File: src/rtl/cache_mem_arbiter.sv
// rtl/cache_mem_arbiter.sv - shares one memory read/write channel between icache (I) and dcache (D)
//
// Purpose:
//   Arbitrates the memory-side read channel between the instruction cache and
//   the data cache, and passes dcache writebacks through to the bridge. At most
//   one read and one write are outstanding at a time. Reads of a line whose
//   writeback has not completed are held off, so a refill never returns stale
//   data. All request/ready/return paths are combinational: zero added latency.
//
// Optional feature (macro RR_ARB_EN):
//   defined   - round-robin read arbitration using a 1-bit last_grant register
//   undefined - fixed priority, D over I
//
// Ports:
//   clk, reset                      clock, synchronous active-high reset
//   i_rd_req/type/addr, i_rd_rdy    icache read request channel
//   i_ret_valid/last/data           icache return beats
//   d_rd_req/type/addr, d_rd_rdy    dcache read request channel
//   d_ret_valid/last/data           dcache return beats
//   d_wr_req/type/addr/wstrb/data   dcache write request, d_wr_rdy accept
//   mem_rd_req/type/addr, rd_rdy    read request to bridge
//   mem_ret_valid/last/data         return beats from bridge
//   mem_wr_req/type/addr/wstrb/data write request to bridge, mem_wr_rdy accept
//   mem_wr_done                     one-cycle write response pulse

module cache_mem_arbiter #(
    parameter int ADDR_W     = 32,
    parameter int LINE_OFF_W = 4
) (
    input  logic              clk,
    input  logic              reset,

    input  logic              i_rd_req,
    input  logic [2:0]        i_rd_type,
    input  logic [ADDR_W-1:0] i_rd_addr,
    output logic              i_rd_rdy,
    output logic              i_ret_valid,
    output logic              i_ret_last,
    output logic [31:0]       i_ret_data,

    input  logic              d_rd_req,
    input  logic [2:0]        d_rd_type,
    input  logic [ADDR_W-1:0] d_rd_addr,
    output logic              d_rd_rdy,
    output logic              d_ret_valid,
    output logic              d_ret_last,
    output logic [31:0]       d_ret_data,

    input  logic              d_wr_req,
    input  logic [2:0]        d_wr_type,
    input  logic [ADDR_W-1:0] d_wr_addr,
    input  logic [3:0]        d_wr_wstrb,
    input  logic [127:0]      d_wr_data,
    output logic              d_wr_rdy,

    output logic              mem_rd_req,
    output logic [2:0]        mem_rd_type,
    output logic [ADDR_W-1:0] mem_rd_addr,
    input  logic              mem_rd_rdy,
    input  logic              mem_ret_valid,
    input  logic              mem_ret_last,
    input  logic [31:0]       mem_ret_data,

    output logic              mem_wr_req,
    output logic [2:0]        mem_wr_type,
    output logic [ADDR_W-1:0] mem_wr_addr,
    output logic [3:0]        mem_wr_wstrb,
    output logic [127:0]      mem_wr_data,
    input  logic              mem_wr_rdy,
    input  logic              mem_wr_done
);

    localparam int LINE_W = ADDR_W - LINE_OFF_W;

    typedef enum logic {R_IDLE, R_DATA} r_state_t;
    typedef enum logic {W_IDLE, W_BUSY} w_state_t;

    r_state_t            r_state;
    logic                owner_d;      // 1: D owns the in-flight read, 0: I
    w_state_t            w_state;
    logic [LINE_W-1:0]   pend_line;    // line of the writeback in flight

`ifdef RR_ARB_EN
    logic                last_grant_d; // 1: D won the last read grant
`endif

    logic [LINE_W-1:0]   i_line;
    logic [LINE_W-1:0]   d_line;
    logic [LINE_W-1:0]   w_line;

    logic                r_idle;
    logic                r_data;
    logic                w_idle;
    logic                w_busy;
    logic                wr_hs;
    logic                i_haz;
    logic                d_haz;
    logic                i_elig;
    logic                d_elig;
    logic                grant_d;
    logic                grant_i;
    logic                rd_hs;

    assign i_line = i_rd_addr[ADDR_W-1:LINE_OFF_W];
    assign d_line = d_rd_addr[ADDR_W-1:LINE_OFF_W];
    assign w_line = d_wr_addr[ADDR_W-1:LINE_OFF_W];

    // Qualifying the state decodes with reset forces every req/rdy/valid
    // output low while reset is held, regardless of the stored state.
    assign r_idle = (r_state == R_IDLE) & ~reset;
    assign r_data = (r_state == R_DATA) & ~reset;
    assign w_idle = (w_state == W_IDLE) & ~reset;
    assign w_busy = (w_state == W_BUSY) & ~reset;

    // ---------------------------------------------------------------
    // Write channel: pass-through while idle, blocked while in flight
    // ---------------------------------------------------------------
    assign mem_wr_req   = w_idle & d_wr_req;
    assign d_wr_rdy     = w_idle & mem_wr_rdy;
    assign mem_wr_type  = d_wr_type;
    assign mem_wr_addr  = d_wr_addr;
    assign mem_wr_wstrb = d_wr_wstrb;
    assign mem_wr_data  = d_wr_data;
    assign wr_hs        = mem_wr_req & mem_wr_rdy;

    // A line is hazarded while its writeback is outstanding, and also in the
    // very cycle the writeback is accepted (pend_line is not yet loaded).
    assign i_haz = (w_busy & (i_line == pend_line)) | (wr_hs & (i_line == w_line));
    assign d_haz = (w_busy & (d_line == pend_line)) | (wr_hs & (d_line == w_line));

    assign i_elig = r_idle & i_rd_req & ~i_haz;
    assign d_elig = r_idle & d_rd_req & ~d_haz;

    // ---------------------------------------------------------------
    // Read arbitration
    // ---------------------------------------------------------------
`ifdef RR_ARB_EN
    // On contention the port that did not win last time takes the grant.
    assign grant_d = d_elig & (~i_elig | ~last_grant_d);
`else
    assign grant_d = d_elig;
`endif
    assign grant_i = i_elig & ~grant_d;

    assign mem_rd_req  = grant_d | grant_i;
    assign mem_rd_addr = grant_d ? d_rd_addr : i_rd_addr;
    assign mem_rd_type = grant_d ? d_rd_type : i_rd_type;
    assign d_rd_rdy    = grant_d & mem_rd_rdy;
    assign i_rd_rdy    = grant_i & mem_rd_rdy;
    assign rd_hs       = mem_rd_req & mem_rd_rdy;

    // Return path: beats are steered to the owner only while a read is in
    // flight; beats arriving with no read outstanding are dropped.
    assign i_ret_valid = r_data & ~owner_d & mem_ret_valid;
    assign i_ret_last  = r_data & ~owner_d & mem_ret_last;
    assign d_ret_valid = r_data &  owner_d & mem_ret_valid;
    assign d_ret_last  = r_data &  owner_d & mem_ret_last;
    assign i_ret_data  = mem_ret_data;
    assign d_ret_data  = mem_ret_data;

    // ---------------------------------------------------------------
    // Read FSM
    // ---------------------------------------------------------------
    always_ff @(posedge clk) begin
        if (reset) begin
            r_state <= R_IDLE;
            owner_d <= 1'b0;
        end else begin
            case (r_state)
                R_IDLE: begin
                    if (rd_hs) begin
                        r_state <= R_DATA;
                        owner_d <= grant_d;
                    end
                end
                R_DATA: begin
                    if (mem_ret_valid & mem_ret_last) begin
                        r_state <= R_IDLE;
                    end
                end
                default: r_state <= R_IDLE;
            endcase
        end
    end

`ifdef RR_ARB_EN
    always_ff @(posedge clk) begin
        if (reset) begin
            last_grant_d <= 1'b0;
        end else if (rd_hs) begin
            last_grant_d <= grant_d;
        end
    end
`endif

    // ---------------------------------------------------------------
    // Write FSM
    // ---------------------------------------------------------------
    always_ff @(posedge clk) begin
        if (reset) begin
            w_state   <= W_IDLE;
            pend_line <= '0;
        end else begin
            case (w_state)
                W_IDLE: begin
                    if (wr_hs) begin
                        w_state   <= W_BUSY;
                        pend_line <= w_line;
                    end
                end
                W_BUSY: begin
                    if (mem_wr_done) begin
                        w_state <= W_IDLE;
                    end
                end
                default: w_state <= W_IDLE;
            endcase
        end
    end

endmodule
File: config.mk
export PLATFORM = sky130hd
export DESIGN_NAME = cache_mem_arbiter
export DESIGN_NICKNAME = d
export VERILOG_FILES = /design/src/rtl/cache_mem_arbiter.sv
export SDC_FILE = /design/constraint.sdc
export NUM_CORES = 1
export LEC_CHECK = 0
export CORE_AREA = 3 3 212 214
export CTS_CLUSTER_DIAMETER = 40
export CTS_CLUSTER_SIZE = 25
export DETAILED_ROUTE_END_ITERATION = 7
export DIE_AREA = 0 0 215 217
export PLACE_DENSITY = 0.47
export SLEW_MARGIN = 25
export SYNTH_ARGS = -nofsm -noshare
export SYNTH_HDL_FRONTEND = slang
export SYNTH_SLANG_ARGS = --single-unit
File: constraint.sdc
create_clock -name clk -period 5.6 [get_ports clk]
set_clock_uncertainty 0.15 [all_clocks]
set_input_delay 1.12 -clock clk [delete_from_list [all_inputs] [get_ports clk]]
set_output_delay 1.12 -clock clk [all_outputs]
set_load 0.005 [all_outputs]
==> impl_metrics.tcl <==
set metrics [dict create \
    htreeDepth 2 \
    cts_num_sinks 31 \
    synth.largest_area_cell "buf_4" \
    die_w_microns 215 \
    ant_nets 0 \
    critPathLaunchType "primary input" \
    cts_inserted_buffers 5 \
    outcome "complete, no violations" \
    final_cell_mix "clkdlybuf4s50_1, xor2_1, nand2_1" \
    fmax_ghz 0.1871 \
    clockBufferDepth 2 \
    grt_usage_pct 9.826 \
    synth_top_area_share_pct 36.80 \
    sw_frac_of_total_pct 32.36 \
    syn_inst 569 \
    cts-root-buf "clkbuf_16" \
    avgViaCountPerCell 3.106 \
    synth_cell_types 28 \
    use_met3_pct 3.965 \
    io_buffer_count 179 \
    layout_commonest_cell "clkdlybuf4s50_1" \
    path_clk_slew_ps 50 \
    yosys_warnings 0 \
    max_slew_margin_pct 65.46 \
    critPathSlowestCell "clkdlybuf4s50_1" \
    drt_iter0_drc 179 \
    gp_congestion 0.7857 \
    grtUsageMet2_pct 16.18 \
    dpl.hpwl_mm 20.98 \
    fin_setup_tns_ps 0 \
    grt_pass1_wl_mm 31.56 \
    cp_max_fo 25 \
    syn_area_sq_um 4712 \
    maxCapViolCount 0 \
    worstMarginPinSlew_ps 514.4 \
    switching_power_w 0.0002931 \
    end_kind "output pin" \
    crit_type "in -> out" \
    top_usage_layer "met2" \
    cts_tree "done" \
    cts-resized-gates 0 \
    row_count 76 \
    post_dp_cell_area_sq_um 5670 \
    path_cells "clkdlybuf4s50_1 -> xnor2_1 -> nand4_1 -> nor4_1 -> a21oi_4 -> buf_12 -> mux2_4 -> clkdlybuf4s50_1" \
    setup_viol 0 \
    synth_area_leaders "buf_4, xor2_1, dfxtp_1, mux2_4, xnor2_1" \
    met1_usage_pct 11.44 \
    leakagePower_nw 2.062 \
    syn_nets 848 \
    synth_area_per_cell_sq_um 8.281 \
    area_delta_synth_final_pct 23.39 \
    ioPinCount 554 \
    required_ps 4330 \
    peakVddDrop_mv 0.08900 \
    fin_area_sq_um 5814 \
    nets 821 \
    grt_max_degree 30 \
    fin_crit_sh_pct 95.45 \
    dpl.cell_count 1120 \
    finalMaxSlewViolations 0 \
    synth_seq_cells 31 \
    cts_hold_buf 0 \
    start_util_pct 10.94 \
    final_cells 1129 \
    wire_per_inst_microns 21.18 \
    powerDensity_nw_per_um2 155.8 \
    first_pass_iters 5 \
    die_h_microns 217 \
    drive_gt1_share_pct 14.18 \
    vias 3507 \
    power.internal_w 0.0006126 \
    min-delay-start "pend_line[18]" \
    ys_seq_area_share_pct 13.17 \
    arrival_ps 4080 \
    p_clk_share_pct 30.4 \
    critPathMostFrequentCell "clkdlybuf4s50_1" \
    rsz0062_at_grt "no" \
    wirelength_mm 23.92 \
    cp-startpoint "d_rd_addr[31]" \
    antenna_found_initial 3 \
    drc 0 \
    cpPeakStageDelay_ps 510 \
    cts_setup_buffers 0 \
    grt_pass1_vias 3883 \
    core_sq_um 43080 \
    finalHoldViolations 0 \
    hold_class "reg -> reg" \
    die-area_sq_um 46660 \
    clock_latency_ps 280 \
    comb_power_share_pct 43.3 \
    pwr-share-seq_pct 26.3 \
    min_period_ps 5345 \
    globalRouteOverflowTotal 0 \
    worstReg2RegStart "pend_line[14]" \
]
[kinds of logic after synthesis]
logic type,after synthesis,share of synthesized area (%)
xor gates and xnor gates,112,20.82
and+or+nand+nor,110,11.90
DFF,31,13.17
muxes,35,11.15
AOI/OAI and AO/OA,36,4.222
buffers and inverters,245,38.74
[power by group through the flow]
stage / Sequential [W] / Clock (W) / Combinational, W
detailed placement: 0.000243 / 0 / 0.000403
global route: 0.000239 / 0.000290 / 0.000422
finish: 0.000238 / 0.000275 / 0.000392
floorplan: 0.000241 / 0 / 0.000269
CTS: 0.000238 / 0.000285 / 0.000406
global placement: 0.000243 / 0 / 0.000405
[critical path: cells and delay by family]
family / cells / cell delay [ps]
AND/OR/NAND/NOR: 2 / 820
buffers and inverters: 3 / 1180
AO/OA/AOI/OAI: 1 / 170
XOR/XNOR: 1 / 410
multiplexers: 1 / 350
[final cells by class]
type / instances / area, sq um
clock inverter: 2 / 12.51
antenna: 1 / 2.502
tap: 585 / 732.0
sequential: 31 / 620.6
multi-input combinational: 293 / 2273
clock buffer: 6 / 128.9
timing repair buffer: 211 / 2044
fill: 4900 / 37260
[cells in the mapped netlist]
| library cell | number |
|---|---|
| nor3_1 | 1 |
| nand2_1 | 57 |
| a21oi_2 | 1 |
| nor2b_1 | 2 |
| nand2b_1 | 3 |
| mux2_4 | 35 |
| nor3b_4 | 1 |
| a21oi_1 | 29 |
| o211ai_1 | 2 |
| buf_4 | 231 |
| o21bai_1 | 1 |
| nand4_1 | 15 |
| buf_1 | 2 |
| nor3b_1 | 4 |
| dfxtp_1 | 31 |
| nor2_1 | 3 |
| nor4_2 | 1 |
| buf_6 | 5 |
| and3_1 | 2 |
| a211o_1 | 1 |
| o21ai_0 | 1 |
| xor2_1 | 73 |
| nor4_1 | 19 |
| xnor2_1 | 39 |
| buf_2 | 1 |
| clkbuf_1 | 6 |
| o2bb2ai_1 | 1 |
| and2_1 | 2 |
[path summary, 6_finish.rpt]
kind,endpoint,slack (ps),cells after the start
worst max-delay path,mem_rd_addr[26],250,8
worst min-delay path,pend_line[18],340,2
worst max register to register,r_state,3200,7
worst min register to register,pend_line[18],340,2
[stage by stage]
step / utilization, % / power, W / setup WS [ps] / hold slack, ps
6_report: 13.50 / 0.0009057 / 254.8 / 341.0
4_1_cts: 13.49 / 0.0009290 / 158.8 / 341.6
2_1_floorplan: - / 0.0005097 / 1865 / 314.1
3_5_place_dp: 13.16 / 0.0006459 / 148.8 / 333.8
3_3_place_gp: 13.16 / 0.0006476 / 192.3 / 328.4
5_1_grt: 13.49 / 0.0009509 / 63.32 / 358.0
[per-layer routing]
metal | share of wire, % | vias up
met3 | 9.6 | 85
li1 | - | 1573
met1 | 41 | 1572
met4 | 3.3 | 4
met5 | 0.088 | -
met2 | 46 | 273
[registers in the layout, indices dropped and copies added, names as in the netlist]
register / flops
pend_line: 28
owner_d: 1
r_state: 1
w_state: 1
(Power assumes the default switching activity.)
